===== config.mk =====
export PLATFORM = sky130hd
export DESIGN_NAME = kmeans_scheduler_flat
export DESIGN_NICKNAME = d
export VERILOG_FILES = /design/src/rtl/kmeans_scheduler_if.sv /design/src/rtl/kmeans_scheduler.sv /design/src/flat_wrapper.sv
export SDC_FILE = /design/constraint.sdc
export NUM_CORES = 1
export LEC_CHECK = 0
export BUFFER_PORTS_ARGS = -buffer_cell sky130_fd_sc_hd__buf_2
export CAP_MARGIN = 25
export CORE_UTILIZATION = 45
export DETAILED_ROUTE_END_ITERATION = 8
export GPL_TIMING_DRIVEN = 0
export PLACE_DENSITY_LB_ADDON = 0.05
export SLEW_MARGIN = 5
export SYNTH_ARGS = -nofsm -noshare
export SYNTH_HDL_FRONTEND = slang
export SYNTH_SLANG_ARGS = --single-unit
export TNS_END_PERCENT = 1

===== constraint.sdc =====
create_clock -name clk -period 5.3 [get_ports clk]
set_input_delay 0.795 -clock clk [delete_from_list [all_inputs] [get_ports clk]]
set_output_delay 0.795 -clock clk [all_outputs]
set_load 0.05 [all_outputs]

===== src/rtl/kmeans_scheduler_if.sv =====
// Scheduler bus: image memory read port, pixel broadcast to cores, core
// status/labels and label-memory write-back.
interface kmeans_scheduler_if #(
  parameter int ADDR_W = 12,
  parameter int PIX_W  = 24
);
  logic              mem_rd;
  logic [ADDR_W-1:0] mem_addr;
  logic [PIX_W-1:0]  mem_rdata;
  logic              pix_valid;
  logic [PIX_W-1:0]  pix_data;
  logic              cores_busy;
  logic              compare_only;
  logic              update_mean;
  logic              means_stable;
  logic              label_valid;
  logic [3:0]        label_in;
  logic              wr_en;
  logic [ADDR_W-1:0] wr_addr;
  logic [3:0]        wr_data;

  modport master (
    output mem_rd, mem_addr, pix_valid, pix_data, compare_only, update_mean,
           wr_en, wr_addr, wr_data,
    input  mem_rdata, cores_busy, means_stable, label_valid, label_in
  );

  modport slave (
    input  mem_rd, mem_addr, pix_valid, pix_data, compare_only, update_mean,
           wr_en, wr_addr, wr_data,
    output mem_rdata, cores_busy, means_stable, label_valid, label_in
  );
endinterface


===== src/rtl/kmeans_scheduler.sv =====
// K-means run sequencer: learning passes over the image until the cores report
// stable means or the iteration cap is hit, then one labelling write-back pass.
//
// state       | meaning
// ------------+---------------------------------------------------------
// IDLE        | waiting for start after reset
// FETCH       | read request for pixel addr (learning pass)
// ISSUE       | pixel broadcast, held until cores accept
// UPDATE      | one-cycle mean-update pulse, iteration counted
// UPDATE_WAIT | cores recompute means; decide next pass
// WFETCH      | read request for pixel addr (write pass)
// WISSUE      | pixel broadcast in compare-only mode
// WLABEL      | wait for closest-core index, write it back
// DONE        | run finished, results held until next start
module kmeans_scheduler #(
  parameter int ADDR_W   = 12,
  parameter int PIX_W    = 24,
  parameter int MAX_ITER = 32
) (
  input  logic                clk,
  input  logic                reset,
  input  logic                start,
  input  logic [ADDR_W-1:0]   image_size,
  input  logic [3:0]          k_cores,
  kmeans_scheduler_if.master  bus,
  output logic                done,
  output logic                converged,
  output logic [5:0]          iter_count
);

  typedef enum logic [3:0] {
    IDLE, FETCH, ISSUE, UPDATE, UPDATE_WAIT, WFETCH, WISSUE, WLABEL, DONE
  } state_t;

  state_t            state, state_nx;
  logic [ADDR_W-1:0] addr, addr_nx;
  logic [ADDR_W-1:0] n_lat, n_nx;
  logic [5:0]        iter_nx;
  logic              conv_nx;
  logic              rd_pend;
  logic [PIX_W-1:0]  pix_reg;
  logic              last_pix;
  logic [PIX_W-1:0]  pix_cur;

  assign last_pix = (addr == n_lat - ADDR_W'(1));
  // Read data arrives in the first issue cycle; later stall cycles replay the copy.
  assign pix_cur  = rd_pend ? bus.mem_rdata : pix_reg;

  always_comb begin
    state_nx         = state;
    addr_nx          = addr;
    n_nx             = n_lat;
    iter_nx          = iter_count;
    conv_nx          = converged;
    done             = 1'b0;
    bus.mem_rd       = 1'b0;
    bus.mem_addr     = '0;
    bus.pix_valid    = 1'b0;
    bus.pix_data     = '0;
    bus.compare_only = 1'b0;
    bus.update_mean  = 1'b0;
    bus.wr_en        = 1'b0;
    bus.wr_addr      = '0;
    bus.wr_data      = '0;
    case (state)
      IDLE, DONE: begin
        done = (state == DONE);
        if (start) begin
          n_nx     = image_size;
          addr_nx  = '0;
          iter_nx  = '0;
          conv_nx  = 1'b0;
          state_nx = (image_size == '0 || k_cores == 4'd0) ? DONE : FETCH;
        end
      end
      FETCH: begin
        bus.mem_rd   = 1'b1;
        bus.mem_addr = addr;
        state_nx     = ISSUE;
      end
      ISSUE: begin
        bus.pix_valid = 1'b1;
        bus.pix_data  = pix_cur;
        if (!bus.cores_busy) begin
          if (last_pix) begin
            addr_nx  = '0;
            state_nx = UPDATE;
          end else begin
            addr_nx  = addr + ADDR_W'(1);
            state_nx = FETCH;
          end
        end
      end
      UPDATE: begin
        bus.update_mean = 1'b1;
        iter_nx         = iter_count + 6'd1;
        state_nx        = UPDATE_WAIT;
      end
      UPDATE_WAIT: begin
        if (!bus.cores_busy) begin
          if (bus.means_stable) begin
            conv_nx  = 1'b1;
            state_nx = WFETCH;
          end else if (iter_count == 6'(MAX_ITER)) begin
            state_nx = WFETCH;
          end else begin
            state_nx = FETCH;
          end
        end
      end
      WFETCH: begin
        bus.mem_rd       = 1'b1;
        bus.mem_addr     = addr;
        bus.compare_only = 1'b1;
        state_nx         = WISSUE;
      end
      WISSUE: begin
        bus.pix_valid    = 1'b1;
        bus.pix_data     = pix_cur;
        bus.compare_only = 1'b1;
        if (!bus.cores_busy) state_nx = WLABEL;
      end
      WLABEL: begin
        bus.compare_only = 1'b1;
        if (bus.label_valid) begin
          bus.wr_en   = 1'b1;
          bus.wr_addr = addr;
          bus.wr_data = bus.label_in;
          if (last_pix) begin
            state_nx = DONE;
          end else begin
            addr_nx  = addr + ADDR_W'(1);
            state_nx = WFETCH;
          end
        end
      end
      default: state_nx = IDLE;
    endcase
  end

  always_ff @(posedge clk or negedge reset) begin
    if (!reset) begin
      state      <= IDLE;
      addr       <= '0;
      n_lat      <= '0;
      iter_count <= '0;
      converged  <= 1'b0;
      rd_pend    <= 1'b0;
      pix_reg    <= '0;
    end else begin
      state      <= state_nx;
      addr       <= addr_nx;
      n_lat      <= n_nx;
      iter_count <= iter_nx;
      converged  <= conv_nx;
      rd_pend    <= bus.mem_rd;
      if (rd_pend) pix_reg <= bus.mem_rdata;
    end
  end

endmodule


===== src/flat_wrapper.sv =====
// flat-port wrapper written by rule: the top's interface ports become plain ports
module kmeans_scheduler_flat 
#(
  parameter int ADDR_W   = 12,
  parameter int PIX_W    = 24,
  parameter int MAX_ITER = 32
)
  (clk, reset, start, image_size, k_cores, done, converged, iter_count, bus_mem_rd, bus_mem_addr, bus_pix_valid, bus_pix_data, bus_compare_only, bus_update_mean, bus_wr_en, bus_wr_addr, bus_wr_data, bus_mem_rdata, bus_cores_busy, bus_means_stable, bus_label_valid, bus_label_in);
  kmeans_scheduler_if #(.ADDR_W(ADDR_W), .PIX_W(PIX_W)) bus_i ();
  input  logic clk;
  input  logic reset;
  input  logic start;
  input  logic [ADDR_W-1:0] image_size;
  input  logic [3:0] k_cores;
  output logic done;
  output logic converged;
  output logic [5:0] iter_count;
  output wire logic [$bits(bus_i.mem_rd)-1:0] bus_mem_rd;
  output wire logic [$bits(bus_i.mem_addr)-1:0] bus_mem_addr;
  output wire logic [$bits(bus_i.pix_valid)-1:0] bus_pix_valid;
  output wire logic [$bits(bus_i.pix_data)-1:0] bus_pix_data;
  output wire logic [$bits(bus_i.compare_only)-1:0] bus_compare_only;
  output wire logic [$bits(bus_i.update_mean)-1:0] bus_update_mean;
  output wire logic [$bits(bus_i.wr_en)-1:0] bus_wr_en;
  output wire logic [$bits(bus_i.wr_addr)-1:0] bus_wr_addr;
  output wire logic [$bits(bus_i.wr_data)-1:0] bus_wr_data;
  input wire logic [$bits(bus_i.mem_rdata)-1:0] bus_mem_rdata;
  input wire logic [$bits(bus_i.cores_busy)-1:0] bus_cores_busy;
  input wire logic [$bits(bus_i.means_stable)-1:0] bus_means_stable;
  input wire logic [$bits(bus_i.label_valid)-1:0] bus_label_valid;
  input wire logic [$bits(bus_i.label_in)-1:0] bus_label_in;
  assign bus_mem_rd = bus_i.mem_rd;
  assign bus_mem_addr = bus_i.mem_addr;
  assign bus_pix_valid = bus_i.pix_valid;
  assign bus_pix_data = bus_i.pix_data;
  assign bus_compare_only = bus_i.compare_only;
  assign bus_update_mean = bus_i.update_mean;
  assign bus_wr_en = bus_i.wr_en;
  assign bus_wr_addr = bus_i.wr_addr;
  assign bus_wr_data = bus_i.wr_data;
  assign bus_i.mem_rdata = bus_mem_rdata;
  assign bus_i.cores_busy = bus_cores_busy;
  assign bus_i.means_stable = bus_means_stable;
  assign bus_i.label_valid = bus_label_valid;
  assign bus_i.label_in = bus_label_in;
  kmeans_scheduler #(.ADDR_W(ADDR_W), .PIX_W(PIX_W), .MAX_ITER(MAX_ITER)) u_core (.clk(clk), .reset(reset), .start(start), .image_size(image_size), .k_cores(k_cores), .bus(bus_i), .done(done), .converged(converged), .iter_count(iter_count));
endmodule

* After elaboration in Yosys (flattened, before gate mapping)
Index checks and enable logic that the tools add are counted.
Cells by class: add/sub/neg operators 3, equal/unequal tests 17, mux-type cells 37, reductions and logical operators 16
Operators with widths (count):
- two-way mux 12 bit | 8
- two-way mux 24 bit | 2
- two-way mux 4 bit | 10
- one-hot mux 12 bit (3 select lines) | 1
- one-hot mux 4 bit (8 select lines) | 1
- equality test 4 x 3 -> 1 bit (second input constant) | 4
- inequality test 2 bit (second input constant) | 7
- adder 12 x 1 -> 12 bit (second input constant) | 1
- equality test 12 bit | 1
- logical NOT 12 bit | 1
- one-hot mux 6 bit (2 select lines) | 1
- subtractor 12 x 1 -> 12 bit (second input constant) | 1
- two-way mux 1 bit | 10
- AND reduction 5 bit | 2
- equality test 4 x 2 -> 1 bit (second input constant) | 2
- logical NOT 4 bit | 2
- adder 6 x 1 -> 6 bit (second input constant) | 1
- equality test 6 bit (second input constant) | 1
- two-way mux 6 bit | 1
- OR reduction 2 bit | 3
- equality test 4 x 1 -> 1 bit (second input constant) | 1
- equality test 4 bit (second input constant) | 1
- AND reduction 2 bit | 2
- AND reduction 4 bit | 1
- 7 further kinds | 8
Storage, ports and cells: register bits after elaboration 60, input port bits 50, logic and storage cells 80

* Longest topological paths before layout
depth in word-level cells 5, depth in mapped cells 11, gate-level depth less buffers 10

* Worst setup path before layout
Ideal clock, no wire load.
path kind reg2out, start register u_core.state[0], end output port bus_mem_addr[10], arrival 2.023 ns, required time 4.505 ns, setup slack 2.482 ns, cell stages (with the launch flop) 5, path buffers 2, cell sequence dfrtp_1 clkbuf_1 nor3b_1 clkbuf_1 and2_1
Between the ends: word-level cells in the longest chain between the ends 3, elaborated cells on any way between the ends 4, classes of those cells eq/ne (2); mux (1); reduce/logical (1)
RTL lines:
- start: declaration | RTL line kmeans_scheduler.sv:35 | state_t state, state_nx;
- start signal: assignment | RTL line kmeans_scheduler.sv:151 | state <= state_nx;
- equality test 4 x 1 -> 1 bit / equality test 4 x 3 -> 1 bit (equally long branches) | RTL line kmeans_scheduler.sv:65 | case (state)
- OR reduction 2 bit (no line) *
- two-way mux 12 bit * | RTL line kmeans_scheduler.sv:65
- end: declaration | RTL line flat_wrapper.sv:19 | output wire logic [$bits(bus_i.mem_addr)-1:0] bus_mem_addr;
Every way passes the cells marked *; elsewhere a longest branch is shown, timed or not.

* Worst setup path in the final report
start register u_core.state[0], end output port bus_wr_data[0]
Between the ends: word-level cells in the longest chain between the ends 2
RTL lines:
- equality test 4 x 3 -> 1 bit | RTL line kmeans_scheduler.sv:65
- two-way mux 4 bit | RTL line kmeans_scheduler.sv:65
- end: declaration | RTL line flat_wrapper.sv:26 | output wire logic [$bits(bus_i.wr_data)-1:0] bus_wr_data;
Every way passes these cells.

==> qor.txt <==
CP max stage delay - 0.40 ns
core footprint - 7410 um2
RD Place Congestion - 0.913
HP Class - reg -> reg
max_cap viols - 0
layout net count - 568
largest net degree at the start of global routing - 61
# setup viols final - 0
Power Dens Cells - 570 nW/um2
Post-Layout Cell Count - 618
Worst path slowest cell - clkbuf_1
Port Buf Inserts - 114
DRT iter0 DRCs - 156
Max VDD drop - 0.247 mV
Power Total - 2.53 mW
Async S/R FF share, synth - 100%
EDFF count, synth - 0
most frequent cells in the layout - 113 x buf_2, 60 x dfrtp_1, 53 x nand2_1
RSZ-0062 raised after global routing - no
Post-CTS Resized - 0
Post-DRT Antenna Nets - 0
Worst Tran Pin Value - 0.750 ns
cell count after synthesis - 389
Rel. slew slack - 50.0%
H-tree depth - 3
gr ovfl total - 0
Max Root-Sink Buffers - 2
antenna violations before repair - 0
post-synthesis sequential area ratio - 42.5%
All-Layer GR Usage - 22.9%
crit end category - output port
dpl cells - 602
Distinct cells, synth - 54
Tmin final - 3.36 ns
ANT cells - 0
chip width - 90.6 um
max reg flops - 24
critical path launch point type - register
Critical Path, Cell by Cell - clkbuf_1, nand2_1, nor2_1, clkbuf_1, clkbuf_1, and3_1, buf_2
Critical path buffers and inverters - 4
Initial Utilization - 47.7%
status - complete, no violations
clk slew on worst S/H paths - 0.07 ns
Worst EP arrival - 2.57 ns
Synth Area per Inst - 9.08 um2
share of layout cells above drive strength 1 - 31.6%
Top cell by count, worst path - clkbuf_1
Netlist Area Pre-Place - 3530 um2
I/O pin total - 115
Yosys warnings - 0
Pleak - 2.28 nW
Hold Fails Final Rpt - 0
WL per Instance - 14.1 um
full die area - 8210 um2
commonest non-fill, non-tap cell in the layout - buf_2
clk sink count - 60
GRT met1 Usage - 32.5%
flops & latches, synth - 60
first-pass GRT wire length - 15,000 um
Worst Path Max Fanout - 10
Syn Nets - 443
CTS tree - built
Residual DRC - 0
Total Wirelength - 8710 um
via count - 3,325
skew final - 0.0105 ns
number of global-route vias before repair - 3,103
Die Y - 90.6 um
met2 GRT Util - 35.2%
Synth Flop Type - dfrtp_1
root buffer cell - clkbuf_8
final max-slew violation count - 0
crit path kind - reg -> out
Req. time, crit path - 4.51 ns
met3 usage - 4.38%
drt first pass iters - 4
final period utilization - 63.4%
Fin Setup TNS - 0 ns
global routing's busiest layer - met2
critical path's top delay family - buffers and inverters
post-CTS repair timing setup buffer count - 0
Site Rows - 31
Area Overhead vs Synth - 25.9%
TritonCTS buffer count - 9
clock latency on the worst-skew pair - 0.33 ns
vias per cell - 5.38
HPWL after detailed placement - 6600 um
Hold Buf Count CTS - 0
Peak Freq - 298 MHz
## Yosys cell counts, drive strengths merged, types with 2 or more instances
| master | instances | area (um2) |
|---|---|---|
| dfrtp | 60 | 1500 |
| nand4 | 4 | 25.0 |
| ha | 4 | 50.1 |
| or3 | 9 | 56.3 |
| a21o | 2 | 15.0 |
| a41oi | 2 | 17.5 |
| nand2b | 2 | 12.5 |
| buf | 2 | 15.0 |
| nor3b | 2 | 15.0 |
| a31oi | 2 | 12.5 |
| or2 | 2 | 12.5 |
| o31ai | 6 | 50.1 |
| or4 | 5 | 37.5 |
| nor4 | 4 | 25.0 |
| a221oi | 2 | 17.5 |
| clkbuf | 21 | 80.1 |
| mux2 | 25 | 282 |
| a21oi | 14 | 81.3 |
| inv | 11 | 41.3 |
| and2 | 14 | 87.6 |
| and3 | 42 | 263 |
| mux2i | 2 | 20.0 |
| nand3 | 8 | 40.0 |
| o22ai | 2 | 12.5 |
| nand3b | 2 | 15.0 |
| nand2 | 53 | 199 |
| nor2b | 3 | 18.8 |
| o211ai | 2 | 15.0 |
| nor2 | 22 | 82.6 |
| xor2 | 5 | 43.8 |
| o21ai | 24 | 135 |
| a211o | 2 | 17.5 |
| nor4b | 2 | 17.5 |
| xnor2 | 7 | 61.3 |
| a41o | 2 | 20.0 |
| nor3 | 6 | 30.0 |
## power breakdown
group	switching (mW)	internal, mW	total (mW)	leakage (nW)
combinational	0.875	0.460	1.34	1.42
clock	0.180	0.265	0.445	0.102
sequential	0.122	0.631	0.753	0.754
## cells by family (layout without fill, tap and decap cells)
| logic type | after synthesis | in the layout | synth area share [%] |
|---|---|---|---|
| AO/OA/AOI/OAI | 69 | 69 | 13.5 |
| XOR/XNOR | 12 | 12 | 2.98 |
| adder cells (fa/ha/maj) | 4 | 4 | 1.42 |
| buffers and inverters | 35 | 165 | 3.97 |
| flip-flops | 60 | 60 | 42.5 |
| multiplexers | 27 | 27 | 8.54 |
| AND/OR/NAND/NOR | 182 | 182 | 27.1 |
## final timing paths
kind	slack (ns)	to	start	depth (start not counted)
setup reg to reg	2.27	u_core.addr[2]	u_core.n_lat[3]	8
hold reg to reg	0.49	u_core.pix_reg[1]	u_core.pix_reg[1]	1
min in group asynchronous	0.53	u_core.addr[10]	reset	1
setup / recovery	1.94	bus_wr_data[0]	u_core.state[0]	7
hold / removal	0.49	u_core.pix_reg[1]	u_core.pix_reg[1]	1
max in group asynchronous	4.27	u_core.converged	reset	1
## metal layers
metal  vias to the layer above  routed length [um]
met4                         0                  92
met5                         -                   0
met3                         8                 481
li1                       1638                   -
met1                      1569                4160
met2                       110                3980
## area by class of cell
type / instances / area (um2)
clock inverter: 6 / 88.8
sequential: 60 / 1500
clock buffer: 10 / 128
timing repair buffer: 114 / 573
fill: 711 / 2960
buffer: 23 / 95.1
tap: 99 / 124
inverter: 12 / 45.0
multi-input combinational: 294 / 1890
## through the flow
stage / setup slack [ns] / hold slack [ns] / area (um2) / util, %
2_1_floorplan: 2.48 / 0.466 / 3530 / -
3_3_place_gp: 2.32 / 0.475 / 4230 / 57.1
3_5_place_dp: 2.27 / 0.481 / 4230 / 57.1
4_1_cts: 1.92 / 0.496 / 4450 / 60.0
5_1_grt: 1.68 / 0.509 / 4450 / 60.0
6_report: 1.94 / 0.494 / 4450 / 60.0
(Power assumes the default switching activity.)
